==> config.mk <==
export PLATFORM = sky130hd
export DESIGN_NAME = fx2_tx_arbiter
export DESIGN_NICKNAME = d
export VERILOG_FILES = /design/src/rtl/fx2_arb_pkg.sv /design/src/rtl/fx2_rr_arb2.sv /design/src/rtl/fx2_tx_arbiter.sv
export SDC_FILE = /design/constraint.sdc
export NUM_CORES = 1
export LEC_CHECK = 0
export ABC_AREA = 1
export ABC_CLOCK_PERIOD_IN_PS = 4200
export CORE_MARGIN = 3
export CORE_UTILIZATION = 53
export DETAILED_ROUTE_END_ITERATION = 10
export PLACE_DENSITY = 0.84
export SYNTH_ARGS = -nofsm -noshare
export SYNTH_HDL_FRONTEND = slang
export SYNTH_SLANG_ARGS = --single-unit
==> constraint.sdc <==
create_clock -name fx2_clk -period 4.2 [get_ports fx2_clk]
set_input_delay 0.84 -clock fx2_clk [delete_from_list [all_inputs] [get_ports fx2_clk]]
set_output_delay 0.84 -clock fx2_clk [all_outputs]
set_load 0.01 [all_outputs]
==> src/rtl/fx2_arb_pkg.sv <==
// Shared types and constants for the FX2 transmit arbiter.
// Holds the FSM state enum, record geometry and the byte-counter helper.
package fx2_arb_pkg;

  typedef enum logic {
    IDLE = 1'b0,
    SEND = 1'b1
  } state_e;

  localparam int REC_BYTES = 4;
  localparam int LEN_W     = 16;

  localparam logic [1:0] LAST_IDX = 2'(REC_BYTES - 1);

  function automatic logic [LEN_W-1:0] sat_inc(
    input logic [LEN_W-1:0] v,
    input logic             inc
  );
    if (inc && (v != {LEN_W{1'b1}}))
      return v + 1'b1;
    return v;
  endfunction

endpackage

==> src/rtl/fx2_rr_arb2.sv <==
// Two-way picker: round-robin on last_grant or fixed priority to source 1.
// Ports: req[1:0] requests, last_grant (1 = source 1), rr_enable, gnt one-hot.
module fx2_rr_arb2 (
  input  logic [1:0] req,
  input  logic       last_grant,
  input  logic       rr_enable,
  output logic [1:0] gnt
);

  always_comb begin
    gnt = 2'b00;
    case (req)
      2'b01: gnt = 2'b01;
      2'b10: gnt = 2'b10;
      2'b11: begin
        if (rr_enable)
          gnt = last_grant ? 2'b01 : 2'b10;
        else
          gnt = 2'b10;
      end
      default: gnt = 2'b00;
    endcase
  end

endmodule

==> src/rtl/fx2_tx_arbiter.sv <==
// Serialises 32-bit records from two sources into FX2 bytes, MSB first.
// Ports: rec0/rec1 valid-ready record inputs, fpga_word byte output, length.
module fx2_tx_arbiter
  import fx2_arb_pkg::*;
#(
  parameter int RR_ENABLE = 1
) (
  input  logic             fx2_clk,
  input  logic             reset_n,
  input  logic [31:0]      rec0_data,
  input  logic             rec0_valid,
  output logic             rec0_ready,
  input  logic [31:0]      rec1_data,
  input  logic             rec1_valid,
  output logic             rec1_ready,
  output logic [7:0]       fpga_word,
  output logic             fpga_word_avail,
  input  logic             fpga_word_accepted,
  input  logic             request_length,
  output logic [LEN_W-1:0] length,
  output logic [1:0]       grant
);

  state_e           state_q, state_d;
  logic [1:0]       idx_q, idx_d;
  logic [31:0]      sh_q, sh_d;
  logic [LEN_W-1:0] cnt_q, cnt_d;
  logic [LEN_W-1:0] len_q, len_d;
  logic             last_q, last_d;
  logic [1:0]       gnt_q, gnt_d;

  logic [1:0]       pick;
  logic             send;
  logic             acc;
  logic             done;
  logic             cap;
  logic [LEN_W-1:0] cnt_inc;

  fx2_rr_arb2 u_arb (
    .req        ({rec1_valid, rec0_valid}),
    .last_grant (last_q),
    .rr_enable  (RR_ENABLE != 0),
    .gnt        (pick)
  );

  assign send = (state_q == SEND);
  assign acc  = send & fpga_word_accepted;
  assign done = acc & (idx_q == LAST_IDX);

  // Capture only when idle or when the final byte leaves this cycle;
  // reset_n gating keeps both readies low while reset is asserted.
  assign cap = reset_n & (~send | done) & (|pick);

  assign rec0_ready = cap & pick[0];
  assign rec1_ready = cap & pick[1];

  always_comb begin
    state_d = state_q;
    idx_d   = idx_q;
    sh_d    = sh_q;
    len_d   = len_q;
    last_d  = last_q;
    gnt_d   = gnt_q;
    cnt_inc = sat_inc(cnt_q, acc);
    cnt_d   = cnt_inc;

    // A same-cycle accept lands in the snapshot, not the new count.
    if (request_length) begin
      len_d = cnt_inc;
      cnt_d = '0;
    end

    if (acc) begin
      sh_d  = {sh_q[23:0], 8'h00};
      idx_d = idx_q + 2'd1;
    end

    if (done) begin
      state_d = IDLE;
      gnt_d   = 2'b00;
    end

    if (cap) begin
      sh_d    = pick[1] ? rec1_data : rec0_data;
      idx_d   = 2'd0;
      state_d = SEND;
      gnt_d   = pick;
      last_d  = pick[1];
    end
  end

  always_ff @(posedge fx2_clk or negedge reset_n) begin
    if (!reset_n) begin
      state_q <= IDLE;
      idx_q   <= 2'd0;
      sh_q    <= '0;
      cnt_q   <= '0;
      len_q   <= '0;
      last_q  <= 1'b1;
      gnt_q   <= 2'b00;
    end else begin
      state_q <= state_d;
      idx_q   <= idx_d;
      sh_q    <= sh_d;
      cnt_q   <= cnt_d;
      len_q   <= len_d;
      last_q  <= last_d;
      gnt_q   <= gnt_d;
    end
  end

  assign fpga_word       = sh_q[31:24];
  assign fpga_word_avail = send;
  assign length          = len_q;
  assign grant           = gnt_q;

endmodule

### After elaboration in Yosys (flattened, before gate mapping)

Index checks and enable logic that the tools add are counted.

| operators by class | value |
|---|---|
| multiplexer cells | 15 |
| add/sub/neg operators | 2 |
| eq/ne operators | 5 |
| bitwise logic cells | 8 |
| reduce and logical (&&, ||, !) cells | 4 |

Operator list:

| kind | count |
|---|---|
| 2-to-1 mux 32 bit | 3 |
| 2-to-1 mux 16 bit | 3 |
| adder 16 x 1 -> 16 bit (second input constant) | 1 |
| != test 16 bit (second input constant) | 1 |
| 2-to-1 mux 2 bit | 5 |
| AND 1 bit | 6 |
| equality test 2 bit (second input constant) | 3 |
| one-hot mux 2 bit (3 select lines) | 1 |
| nonzero test 2 bit | 2 |
| 2-to-1 mux 1 bit | 3 |
| adder 2 x 1 -> 2 bit (second input constant) | 1 |
| equality test 2 x 1 -> 1 bit (second input constant) | 1 |
| OR reduction 2 bit | 1 |
| logical AND 1 bit | 1 |
| NOT 1 bit | 1 |
| bitwise OR 1 bit | 1 |

| storage, ports and cells | value |
|---|---|
| output and inout bits | 29 |
| word-level logic and storage cells | 41 |
| bits in registers | 70 |
| bits of input ports | 70 |

### Depth between registers and ports, before layout

| logic depth | value |
|---|---|
| word-level depth | 6 |
| gate-level depth with buffers | 10 |
| gate-level depth less buffers | 10 |

### Modules after synthesis

Synthesis repeated with hierarchy kept, for this count alone.

| unflattened totals | value |
|---|---|
| cell total of the unflattened synthesis | 486 |
| area total of the unflattened synthesis | 3,838.7 um^2 |

Modules (own cells, without submodules):

| module | area an instance (um^2) | cells an instance | seq. area each (um^2) | times used |
|---|---|---|---|---|
| fx2_tx_arbiter | 3,811.2 | 480 | 1,752.9 | 1 |
| fx2_rr_arb2 | 27.5 | 6 | 0.0 | 1 |

### Worst setup path before layout

No wires, ideal clock.

| timing path | value |
|---|---|
| path type | input to output |
| start | in rec0_valid |
| end | out rec0_ready |
| stages on the path | 5 |
| setup slack | 1,756 ps |
| required time | 3,360 ps |
| path buffers | 1 |
| arrival time | 1,604 ps |
| path through | or2_4 > nand2_4 > inv_2 > buf_2 > nor2_1 |

| on the way | value |
|---|---|
| cells in the longest elaborated chain, start to end | 5 |
| elaborated cells between the ends (all ways) | 7 |
| classes of those cells | eq/ne: 3; mux: 1; bitwise: 2; reduce/logical: 1 |

Ends and longest elaborated chain:

| item | RTL line | text |
|---|---|---|
| from (decl) | fx2_tx_arbiter.sv:11 | `input logic rec0_valid,` |
| equality test 2 bit / equality test 2 x 1 -> 1 bit (equally long branches) | fx2_rr_arb2.sv:12 | `case (req)` |
| one-hot mux 2 bit (3 select lines) * | fx2_rr_arb2.sv:12 |  |
| OR reduction 2 bit | fx2_tx_arbiter.sv:52 | `assign cap = reset_n & (~send \| done) & (\|pick);` |
| AND 1 bit | fx2_tx_arbiter.sv:52 |  |
| AND 1 bit * | fx2_tx_arbiter.sv:54 | `assign rec0_ready = cap & pick[0];` |
| to (decl) | fx2_tx_arbiter.sv:12 | `output logic rec0_ready,` |

Mark *: on every way between the ends. The rest lies on a longest branch, timed or not.

### Final worst setup path

Same ends and word-level chain as after synthesis.

==> metrics.md <==
| Metric | Value |
|---|---|
| Post-synth EDFFs | 0 |
| DR vias/cell | around 5.4 |
| Routed wire length per instance | roughly 15 um |
| Fin. max-slew vios | 0 |
| Final period utilization | 82.6% |
| Worst path cell trace | clkdlybuf4s50_1 > or2_4 > nand2_4 > inv_2 > nor2_1 > clkdlybuf4s50_1 |
| Syn avg cell area | about 8.2 um2 |
| Crit Path Max Fanout | 36 |
| YS warnings | 0 |
| GRT Max-Usage Layer | met2 |
| DR iter-0 viols | 216 |
| Critical path's most frequent cell | clkdlybuf4s50_1 |
| Synth Register Bits | 70 |
| RR Startpoint | fpga_word_avail |
| CTS tree | built |
| Hold Startpoint | length[2] |
| Design area | 4960 um2 |
| Final ANT Viol Nets | 0 |
| Met2 Use GR | a little under two fifths |
| Share of the core filled with cells | 72.3% |
| Commonest non-fill, non-tap cell in the layout | nand2_1 |
| Port-buffer cells | 98 |
| Core area | 6870 um2 |
| Worst VDD drop | 0.311 mV |
| Pwr/cell area | 447 nW/um2 |
| Final Hold Violating Endpoints | 0 |
| Slowest CP cell | clkdlybuf4s50_1 |
| Xor/xnor share of the synthesized area | 0.230% |
| Compound-cell area share of the yosys netlist | 9.61% |
| Largest net degree at the start of global routing | 71 |
| Commonest cells after routing, fill and taps aside | nand2_1, clkdlybuf4s50_1, dfrtp_1 |
| Critical path class | primary input to primary output |
| Synth Area in Simple Gates | 35.4% |
| Syn_nets | 538 |
| CP endpoint kind | primary output |
| Leakage | 2.19 nW |
| Synth async-reset ratio | 100% |
| Max frequency | roughly 0.29 GHz |
| Resize count post-CTS | 0 |
| Detailed-route DRC error count | 0 |
| Slew headroom | between 40 and 50% |
| Sequential area share after synthesis | 46.1% |
| Final setup fails | 0 |
| Antenna violations before repair | 0 |
| Root Driver | clkbuf_8 |
| Die footprint | 8220 um2 |
| Final Wtd Congestion | roughly 0.89 |
| Number of global-route vias before repair | ~3500 |
| Routed wire length | 9.46 mm |
| Mux share of post-synthesis cell area | 0% |
| Post-Synthesis Cells | between 400 and 500 |
| DP Area | roughly 4700 um2 |
| Antenna Cells | 0 |
| Dpl hpwl | between 6 and 7 mm |
| CTS HTree Levels | 3 |
| Critical Path RT | between 3 and 4 ns |
| Main combinational cell family by area after synthesis | simple AND/OR/NAND/NOR gates |
| Unrepaired setup endpoints after global routing | false |
| Met3 Use GR | 3.58% |
| Startpoint Class | primary input |
| Cell variety after synth | 35 |
| Hold slack | ~0.48 ns |
| 1st-pass router iterations | 4 |
| Die Span X | 90.7 um |
| Worst path max stage delay | 0.58 ns |
| Non-Filler Instances | around 650 |
| Worst Setup SP | rec0_valid |
| FP Rows | 30 |
| Hold-fix buffers, CTS | 0 |
| Inst Count DP | between 600 and 700 |
| Area growth from synthesis to layout | 30.6% |
| Gr ovfl total | 0 |
| Adder-Cell Fraction of Synth Area | less than 1% |
| Status | complete, no violations |
| Clock sinks | 70 |
| Post-Route Skew | 0.00660 ns |
| Post-Syn Area | 3800 um2 |
| Clock buffer depth | 2 |
| Number of setup buffers added after CTS | 0 |
| Setup_tns | 0 ns |
| Num CTS Buffers | 9 |
| Tightest Pin Transition | roughly 0.87 ns |
| DR vias | 3517 |
| First-pass GRT wire length | 16.6 mm |
| Prevailing post-synth register cell | dfrtp_1 |
| Max-cap violation count | 0 |
| All-Layer GR Usage | 24.4% |
| Worst EP arrival | between 2 and 3 ns |
| Starting Density | between 50% and 60% |
| Worst hold path type | flip-flop to flip-flop |
| Clk_lat worst skew | 0.34 ns |
| IO Count | 99 |
| Nets | 622 |
| CTS clk-pin slew, worst paths | 0.06 ns |
| Final Critical Period | 3.47 ns |
| Met1 Track Usage GR | between 30% and 40% |
| Layout cells sized above 1 | between 10% and 20% |
| Die Span Y | 90.7 um |
==> per-stage QoR <==
step / worst slack, ns / total power (W)
detailed placement: 0.754 / 0.00163
global route: 0.618 / 0.00235
finish: 0.731 / 0.00222
CTS: 0.728 / 0.00222
floorplan: 1.76 / 0.00139
global placement: 0.765 / 0.00160
==> path summary, 6_finish.rpt <==
kind	to	slack (ns)	depth (start not counted)
worst max-delay path	rec0_ready	0.73	6
worst min-delay path	length[2]	0.48	2
worst max register to register	idx_q[1]	2.10	9
worst min register to register	length[2]	0.48	2
max in group asynchronous	grant[1]	2.84	2
min in group asynchronous	sh_q[18]	0.81	2
==> final cells by class <==
type | count | area, um2
multi-input cells | 336 | 1750
flip-flops and latches | 70 | 1750
well taps | 96 | 120
fillers | 562 | 1910
inverters | 29 | 109
repair buffers | 104 | 1020
clock inverters | 4 | 70.1
clock buffers | 12 | 145
==> Yosys cell counts, types with 2 or more instances <==
library cell | n | area [um2]
a21oi_1 | 3 | 15.0
buf_2 | 13 | 65.1
buf_4 | 10 | 75.1
buf_6 | 3 | 33.8
clkbuf_1 | 5 | 18.8
dfrtp_1 | 69 | 1730
ha_1 | 2 | 25.0
inv_1 | 24 | 90.1
inv_2 | 4 | 15.0
nand2_1 | 127 | 477
nand2_2 | 7 | 43.8
nand3_1 | 68 | 340
nand3_2 | 8 | 80.1
nand3b_1 | 2 | 15.0
nand4_1 | 3 | 18.8
nor2_1 | 28 | 105
nor2_2 | 3 | 18.8
nor2_4 | 4 | 45.0
o211ai_1 | 24 | 180
o21ai_0 | 10 | 50.1
o21ai_1 | 3 | 15.0
o22ai_1 | 10 | 62.6
or2_0 | 19 | 119
or2_2 | 6 | 37.5
==> power breakdown <==
part	switching [W]	leakage, nW	internal, W
registers	0.000103	0.928	0.000849
logic	0.000362	1.15	0.000310
clock network	0.000243	0.110	0.000349
==> cell families (layout without fill, tap and decap cells) <==
group	count (synthesis)	in the layout
xor+xnor	1	1
flops	70	70
simple gates	279	279
buf+inv	60	149
fa+ha+maj	2	2
compound gates	54	54
==> sequential cells by signal (all words and copies together), names as in the netlist <==
| signal | flops |
|---|---|
| last_q | 1 |
| sh_q | 32 |
| fpga_word_avail | 1 |
| idx_q | 2 |
| grant | 2 |
| cnt_q | 16 |
| length | 16 |
==> worst max-delay path, delay by kind of cell <==
| kind | cells | cell delay (ns) |
|---|---|---|
| buffers and inverters | 3 | 1.10 |
| AND/OR/NAND/NOR | 3 | 0.69 |
==> metal layers <==
layer,part of all wire [%],wire length [um]
met5,0,0
met4,2.3,221
met3,4.8,455
met2,48,4580
met1,44,4210
(Power assumes the default switching activity.)
